**src/rtl/seq_alu.sv**
```systemverilog
// Clocked ALU with registered results, start/done handshake and WIDTH-cycle
// iterative shift-add multiply / restoring divide feeding architectural HI/LO.
module seq_alu #(
    parameter int unsigned WIDTH = 16
) (
    input  logic             clk,
    input  logic             rst,
    input  logic             start,
    input  logic [3:0]       ins,
    input  logic [WIDTH-1:0] A,
    input  logic [WIDTH-1:0] B,
    output logic [WIDTH-1:0] out,
    output logic [WIDTH-1:0] hi,
    output logic [WIDTH-1:0] lo,
    output logic             busy,
    output logic             done,
    output logic             zero,
    output logic             carry,
    output logic             dz
);

    localparam int unsigned CW = $clog2(WIDTH + 1);

    typedef enum logic {
        IDLE,
        RUN
    } state_t;

    state_t               state_q, state_d;
    logic [CW-1:0]        cnt_q, cnt_d;
    logic                 is_div_q, is_div_d;
    logic [WIDTH-1:0]     opnd_q, opnd_d;
    logic [2*WIDTH-1:0]   acc_q, acc_d;
    logic [WIDTH-1:0]     out_q, out_d;
    logic [WIDTH-1:0]     hi_q, hi_d;
    logic [WIDTH-1:0]     lo_q, lo_d;
    logic                 done_q, done_d;
    logic                 zero_q, zero_d;
    logic                 carry_q, carry_d;
    logic                 dz_q, dz_d;

    // Single-cycle datapath
    logic [WIDTH:0]       add_w;
    logic [WIDTH:0]       sub_w;
    logic [WIDTH-1:0]     alu_res;
    logic                 alu_carry;

    assign add_w = {1'b0, A} + {1'b0, B};
    assign sub_w = {1'b0, A} - {1'b0, B};

    always_comb begin
        alu_res   = '0;
        alu_carry = 1'b0;
        case (ins)
            4'd1: begin
                alu_res   = add_w[WIDTH-1:0];
                alu_carry = add_w[WIDTH];
            end
            4'd2: begin
                alu_res   = sub_w[WIDTH-1:0];
                alu_carry = sub_w[WIDTH];
            end
            4'd5: alu_res = A | B;
            4'd6: alu_res = A & B;
            4'd7: alu_res = ~A;
            4'd8: alu_res = A ^ B;
            4'd9: begin
                alu_res[0] = $signed(A) < $signed(B);
                alu_res[1] = A == B;
                alu_res[2] = $signed(A) > $signed(B);
            end
            default: alu_res = '0;
        endcase
    end

    // Iteration step. acc holds {partial, multiplier} for multiply and
    // {remainder, dividend/quotient} for divide; opnd is multiplicand/divisor.
    logic [WIDTH:0]       mul_sum;
    logic [2*WIDTH-1:0]   mul_next;
    logic [WIDTH:0]       rem_sh;
    logic [WIDTH:0]       diff;
    logic [2*WIDTH-1:0]   div_next;
    logic [2*WIDTH-1:0]   step;

    assign mul_sum  = {1'b0, acc_q[2*WIDTH-1:WIDTH]} + (acc_q[0] ? {1'b0, opnd_q} : '0);
    assign mul_next = {mul_sum, acc_q[WIDTH-1:1]};

    assign rem_sh   = {acc_q[2*WIDTH-1:WIDTH], acc_q[WIDTH-1]};
    assign diff     = rem_sh - {1'b0, opnd_q};
    // A zero divisor never goes negative, so the quotient fills with ones and
    // the remainder ends up as the untouched dividend.
    assign div_next = diff[WIDTH] ? {rem_sh[WIDTH-1:0], acc_q[WIDTH-2:0], 1'b0}
                                  : {diff[WIDTH-1:0],   acc_q[WIDTH-2:0], 1'b1};

    assign step = is_div_q ? div_next : mul_next;

    always_comb begin
        state_d  = state_q;
        cnt_d    = cnt_q;
        is_div_d = is_div_q;
        opnd_d   = opnd_q;
        acc_d    = acc_q;
        out_d    = out_q;
        hi_d     = hi_q;
        lo_d     = lo_q;
        done_d   = 1'b0;
        zero_d   = zero_q;
        carry_d  = carry_q;
        dz_d     = dz_q;
        case (state_q)
            IDLE: begin
                if (start) begin
                    if (ins == 4'd3 || ins == 4'd4) begin
                        state_d  = RUN;
                        cnt_d    = CW'(WIDTH);
                        is_div_d = (ins == 4'd4);
                        opnd_d   = (ins == 4'd4) ? B : A;
                        acc_d    = {{WIDTH{1'b0}}, ((ins == 4'd4) ? A : B)};
                    end else begin
                        out_d   = alu_res;
                        zero_d  = (alu_res == '0);
                        carry_d = alu_carry;
                        dz_d    = 1'b0;
                        done_d  = 1'b1;
                    end
                end
            end
            RUN: begin
                acc_d = step;
                cnt_d = cnt_q - CW'(1);
                if (cnt_q == CW'(1)) begin
                    state_d = IDLE;
                    hi_d    = step[2*WIDTH-1:WIDTH];
                    lo_d    = step[WIDTH-1:0];
                    out_d   = step[WIDTH-1:0];
                    zero_d  = (step[WIDTH-1:0] == '0);
                    carry_d = 1'b0;
                    dz_d    = is_div_q && (opnd_q == '0);
                    done_d  = 1'b1;
                end
            end
            default: state_d = IDLE;
        endcase
    end

    always_ff @(posedge clk or posedge rst) begin
        if (rst) begin
            state_q  <= IDLE;
            cnt_q    <= '0;
            is_div_q <= 1'b0;
            opnd_q   <= '0;
            acc_q    <= '0;
            out_q    <= '0;
            hi_q     <= '0;
            lo_q     <= '0;
            done_q   <= 1'b0;
            zero_q   <= 1'b0;
            carry_q  <= 1'b0;
            dz_q     <= 1'b0;
        end else begin
            state_q  <= state_d;
            cnt_q    <= cnt_d;
            is_div_q <= is_div_d;
            opnd_q   <= opnd_d;
            acc_q    <= acc_d;
            out_q    <= out_d;
            hi_q     <= hi_d;
            lo_q     <= lo_d;
            done_q   <= done_d;
            zero_q   <= zero_d;
            carry_q  <= carry_d;
            dz_q     <= dz_d;
        end
    end

    assign out   = out_q;
    assign hi    = hi_q;
    assign lo    = lo_q;
    assign busy  = (state_q == RUN);
    assign done  = done_q;
    assign zero  = zero_q;
    assign carry = carry_q;
    assign dz    = dz_q;

endmodule

```
**config.mk**
```make
export PLATFORM = sky130hd
export DESIGN_NAME = seq_alu
export DESIGN_NICKNAME = d
export VERILOG_FILES = /design/src/rtl/seq_alu.sv
export SDC_FILE = /design/constraint.sdc
export NUM_CORES = 1
export LEC_CHECK = 0
export ABC_AREA = 0
export CAP_MARGIN = 20
export CORE_ASPECT_RATIO = 0.6
export CORE_UTILIZATION = 50
export DETAILED_ROUTE_END_ITERATION = 7
export PLACE_DENSITY_LB_ADDON = 0.15
export SLEW_MARGIN = 20
export SYNTH_ARGS = -nofsm -noshare
export SYNTH_HDL_FRONTEND = slang
export SYNTH_SLANG_ARGS = --single-unit
export TNS_END_PERCENT = 10
```
**constraint.sdc**
```tcl
create_clock -name clk -period 3.5 [get_ports clk]
set_input_delay 0.35 -clock clk [delete_from_list [all_inputs] [get_ports clk]]
set_output_delay 0.35 -clock clk [all_outputs]
set_load 0.01 [all_outputs]
```
---- Word-level counts from Yosys, hierarchy flattened ----
Index checks and enable logic that the tools add are counted.
W data, S select, Z words.
operators by class
  equality and inequality tests ........... 15
  multiplexer cells ....................... 38
  bitwise operators ....................... 5
  $add $sub $neg .......................... 5
  reductions and logical operators ........ 9
  $lt $le $gt $ge ......................... 2
operators with widths
  kind                  count
  $mux W32              4
  $mux W16              6
  $pmux W13 S6          1
  $pmux W32 S2          1
  $logic_not A16 Y1     3
  $add A16 B16 Y17      2
  $pmux W16 S2          1
  $pmux W3 S7           1
  $sub A16 B16 Y17      1
  $sub A17 B16 Y17      1
  $and A16 B16 Y16      1
  $eq A16 B16 Y1        1
  $eq A4 B3 Y1 const B  4
  $gt A16 B16 Y1        1
  $lt A16 B16 Y1        1
  $not A16 Y16          1
  $or A16 B16 Y16       1
  $xor A16 B16 Y16      1
  $mux W1               15
  $pmux W1 S2           6
  $mux W5               2
  $pmux W5 S2           1
  $eq A4 B2 Y1 const B  2
  $eq A4 B4 Y1 const B  2
  other kinds (10)      14
word-level totals
  input port bits ......................... 39
  register bits after elaboration ......... 107
  output and inout bits ................... 53
  logic and storage cells ................. 86

---- Depth between registers and ports, before layout ----
  word-level depth ........................ 6
  mapped depth ............................ 15
  gate-level depth less buffers ........... 14

---- Worst setup path after synthesis ----
No wires, ideal clock.
  kind .................................... reg-to-reg
  start point ............................. register acc_q[0]
  end point ............................... register hi_q[15], in the netlist hi[15]
  slack ................................... 0.281 ns
  stages on the path, launching flop included .. 14
  arrival time ............................ 3.094 ns
  period minus slack after synthesis ...... 3.219 ns
  data required time ...................... 3.375 ns
  path buffers ............................ 0
  library setup time ...................... 0.125 ns
  path through ............................ dfrtp_1 and2_1 ha_1 fa_1 a211oi_1 o21ai_1 a41o_1 nor4_1 nor3_1 a31o_2 a21o_1 a211oi_1 a31oi_1 mux2_2
between the ends
  cells in the longest elaborated chain, start to end .. 3
RTL lines
  item                      RTL line  RTL
  start: declaration        33        logic [2*WIDTH-1:0] acc_q, acc_d;
  start signal: assignment  152       acc_q <= '0;
  start signal: assignment  165       acc_q <= acc_d;
  $mux W16                  85        assign mul_sum = {1'b0, acc_q[2*WIDTH-1:WIDTH]} + (acc_q[0] ? {1'b0, opnd_q} : '0);
  $add A16 B16 Y17          85
  $mux W32                  95        assign step = is_div_q ? div_next : mul_next;
  end signal: assignment    167       hi_q <= hi_d;
  end: declaration          35        logic [WIDTH-1:0] hi_q, hi_d;
Every way passes these cells.
A chain may end at the register's enable or synchronous reset.

---- Final worst setup path ----
  start point ............................. register opnd_q[0]
  end point ............................... register hi_q[8], in the netlist hi[8]
between the ends
  cells in the longest elaborated chain, start to end .. 3
  elaborated cells between the ends (all ways) .. 5
  those cells by class .................... add/sub: 2; mux: 3
RTL lines
  item                                          RTL line  RTL
  start: declaration                            32        logic [WIDTH-1:0] opnd_q, opnd_d;
  start signal: assignment                      164       opnd_q <= opnd_d;
  $sub A17 B16 Y17 or $mux W16 (tied branches)  89, 85
  $mux W32 or $add A16 B16 Y17 (tied branches)  92, 85
  $mux W32 (*)                                  95
Every way passes the cells marked *; elsewhere a longest branch is shown, timed or not.

==> impl_metrics.yaml <==
outcome:
  outcome: "completed"
power:
  powerDensity_mw_per_mm2: 813
  clkPwrFrac_pct: 10.2
  power_frac_seq_pct: 24.0
  comb_power_share_pct: 65.8
  p_switching_w: 0.00448
  swShare_pct: 45.3
  intPower_w: 0.00540
  leakagePower_nw: 5.70
  ir_drop_v: 0.000702
worst_setup_path:
  cp_slowest_cell: "dfrtp_1"
  cp_slowest_stage_delay_ns: 0.38
  arrival_ns: 3.56
  worst-path-max-fanout: 14
  endpoint_kind: "register"
  start_kind: "register"
  path_cells: "buf_4 -> ha_1 -> inv_1 -> fa_2 -> a21o_1 -> nand4_1 -> and3_4 -> o21ai_4 -> nand3_2 -> a31oi_4 -> xor2_2 -> buf_12 -> mux2_2 -> mux2i_1 -> buf_4 -> o21ai_0"
  critPathRequiredTime_ns: 3.71
  r2r_setup_slack_ns: 0.15
  path_class: "register to register"
  path_common_cell: "buf_4"
global_routing:
  antenna_found_initial: 0
  grt_use_total_pct: 37.1
  grt.overflow.total: 0
  grt_max_degree: 72
  grt_pass1_wl_um: 55200
  grt_pass1_vias: 9141
sta:
  hold_ws_ns: 0.475
  tightest_slew_ns: 0.988
  post-route-min-period_ns: 3.35
  rsz0062_at_grt: "yes"
  period_share_pct: 95.8
  skew_ns: 0.0105
  slew_headroom_pct: 33.9
  timing.final.hold_violations: 0
  setup_viol: 0
  fmax_ghz: 0.298
  drv_slew: 0
place:
  routabilityCongestion: 1.00
  place_hpwl_um: 29400
  io_buffers: 91
  placed_area_mm2: 0.0118
worst_hold_path:
  hold_path.class: "register to register"
die:
  ios: 92
  die_w_um: 183
  initial_core_util_pct: 51.3
  fp-row-count: 39
  die_y_um: 110
  coreArea_mm2: 0.0191
  die_area_mm2: 0.0202
yosys:
  synthAdderAreaFrac_pct: 11.7
  synth_edf_count: 0
  yosys.area.top_type: "dfrtp_1"
  synth_seq_cells: 107
  synth_top_family_by_area: "compound AO/OA/AOI/OAI gates"
  synth_xor_area_share_pct: 2.49
  postSynthCellCount: 1257
  yosysSeqAreaShare_pct: 27.4
  synth_compound_area_share_pct: 25.1
  synth_flop_cell: "dfrtp_1"
  synth-simple-area-share_pct: 21.7
  synthTopCellsByArea: "dfrtp_1 (27%), ha_1 (11%), a21oi_1 (7.4%)"
  avgSynthCellArea_um2: 7.79
  ys_warn_count: 0
  synthDominantCellAreaShare_pct: 27.4
  synthMuxAreaShare_pct: 5.57
  synthTopCellsByCount: "nor2_1 (166), a21oi_1 (145), nand2_1 (116)"
  synth.most_common_cell: "nor2_1"
  synth_fp_nets: 1385
  syn_area_mm2: 0.00979
  async_flop_share_pct: 100
  synthDistinctLibCells: 90
clock_tree:
  cts_resized: 0
  hold_buffers: 0
  cts_sinks: 107
  cts.path.max_buffers: 2
  post_cts_buffers: 0
  clk_latency_ns: 0.37
  htree_levels: 3
  clk_pin_slew_ns: 0.08
  cts_buffers: 9
  cts_tree: "yes"
  cts-root-buf: "clkbuf_16"
drt:
  wl_per_cell_um: 21.4
  drtIter0Drc: 1251
  num_vias: 10184
  drt-pass1-iter-count: 5
  routed_wl_um: 36400
  vias_per_cell: 6.00
  drc: 0
  ant_nets: 0
cells_and_area:
  regArea_mm2: 0.00268
  utilization_pct: 63.7
  multiInputGateArea_mm2: 0.00658
  final_area_mm2: 0.0122
  drive_gt1_share_pct: 15.2
  area_growth_pct: 24.2
  fin_nets: 1554
  fillers: 1736
run:
  cap_violations: 0
[power groups by stage]
stage	sequential [W]	combinational, W	clock, W
finish	0.00237	0.00650	0.00101
detailed placement	0.00236	0.00623	0
global placement	0.00236	0.00613	0
CTS	0.00235	0.00628	0.00102
global route	0.00243	0.00713	0.00107
floorplan	0.00230	0.00395	0
[routing by layer]
layer	up-vias	track usage, %	part of all wire (%)
met5	-	0	0
met4	0	7.14	1.5
met3	40	11.4	12
met2	527	46.7	36
met1	4819	59.2	51
li1	4798	-	-
[cells in the final DEF, fill, tap and decap left out, types with 4 or more instances in the layout]
cell / count
ha_1: 85
o21ai_1: 8
a211oi_1: 21
xnor2_1: 17
clkdlybuf4s50_1: 91
buf_4: 126
nand2b_1: 22
or4_1: 4
o211ai_1: 12
mux2_2: 20
o21a_1: 12
and2_1: 18
a21o_1: 22
and3_1: 4
a22oi_1: 4
buf_12: 6
o21ai_0: 85
o31ai_1: 5
nand4_1: 5
inv_1: 71
a31oi_1: 15
o22ai_1: 8
nand2_1: 116
dfrtp_1: 105
nand4b_1: 4
nand3_1: 18
nor2_1: 164
clkbuf_16: 9
mux2i_1: 32
nor2b_1: 22
xor2_1: 9
nor3_1: 27
a21oi_1: 145
o221ai_1: 4
a211o_1: 4
nor4_1: 12
or2_2: 10
[final timing paths]
| check | from | to | depth (start not counted) |
|---|---|---|---|
| setup / recovery | opnd_q[0]$_DFFE_PP0P_ | hi[8]$_DFFE_PP0P_ | 16 |
| hold / removal | lo[14]$_DFFE_PP0P_ | lo[14]$_DFFE_PP0P_ | 2 |
| setup reg to reg | opnd_q[0]$_DFFE_PP0P_ | hi[8]$_DFFE_PP0P_ | 16 |
| hold reg to reg | lo[14]$_DFFE_PP0P_ | lo[14]$_DFFE_PP0P_ | 2 |
| max in group asynchronous | rst | acc_q[29]$_DFFE_PP0P_ | 3 |
| min in group asynchronous | rst | cnt_q[1]$_DFFE_PP0P_ | 2 |
[logic make-up (layout without fill, tap and decap cells)]
family,after synthesis,count (layout)
simple gates,451,451
fa+ha+maj,89,89
buf+inv,140,313
flops,107,107
xor+xnor,27,27
compound gates,391,391
other cells,0,1
mux,52,52
[state kept, by name, indices dropped and copies added (netlist names)]
| name | cells |
|---|---|
| hi | 16 |
| dz | 1 |
| out | 16 |
| busy | 1 |
| done | 1 |
| is_div_q | 1 |
| carry | 1 |
| acc_q | 32 |
| lo | 16 |
| cnt_q | 5 |
| zero | 1 |
| opnd_q | 16 |
[layout make-up]
| type | count | area share, % |
|---|---|---|
| clock inverters | 4 | 0.278 |
| well taps | 266 | 2.74 |
| multi-input cells | 1010 | 54.2 |
| clock buffers | 11 | 2.08 |
| repair buffers | 224 | 16.4 |
| inverters | 74 | 2.31 |
| diodes | 1 | 0.0206 |
| flip-flops and latches | 107 | 22.1 |
[stage by stage]
stage	std cells	setup TNS [ns]	total power [W]	setup slack, ns
2_1_floorplan	1257	0	0.00624	0.281
5_1_grt	1696	-0.00218	0.0106	-0.00218
6_report	1697	0	0.00989	0.148
4_1_cts	1696	0	0.00965	0.0322
3_3_place_gp	1681	-0.00448	0.00849	-0.00448
3_5_place_dp	1681	-0.129	0.00859	-0.102
[critical path: cells and delay by family (launching register included)]
kind | cells | cell delay, ns
DFF | 1 | 0.38
xor gates and xnor gates | 1 | 0.24
and+or+nand+nor | 3 | 0.47
buffers and inverters | 4 | 0.58
muxes | 2 | 0.49
AOI/OAI and AO/OA | 4 | 0.59
adders and majority gates | 2 | 0.44
Note: power is estimated with default switching activity, not from simulation.
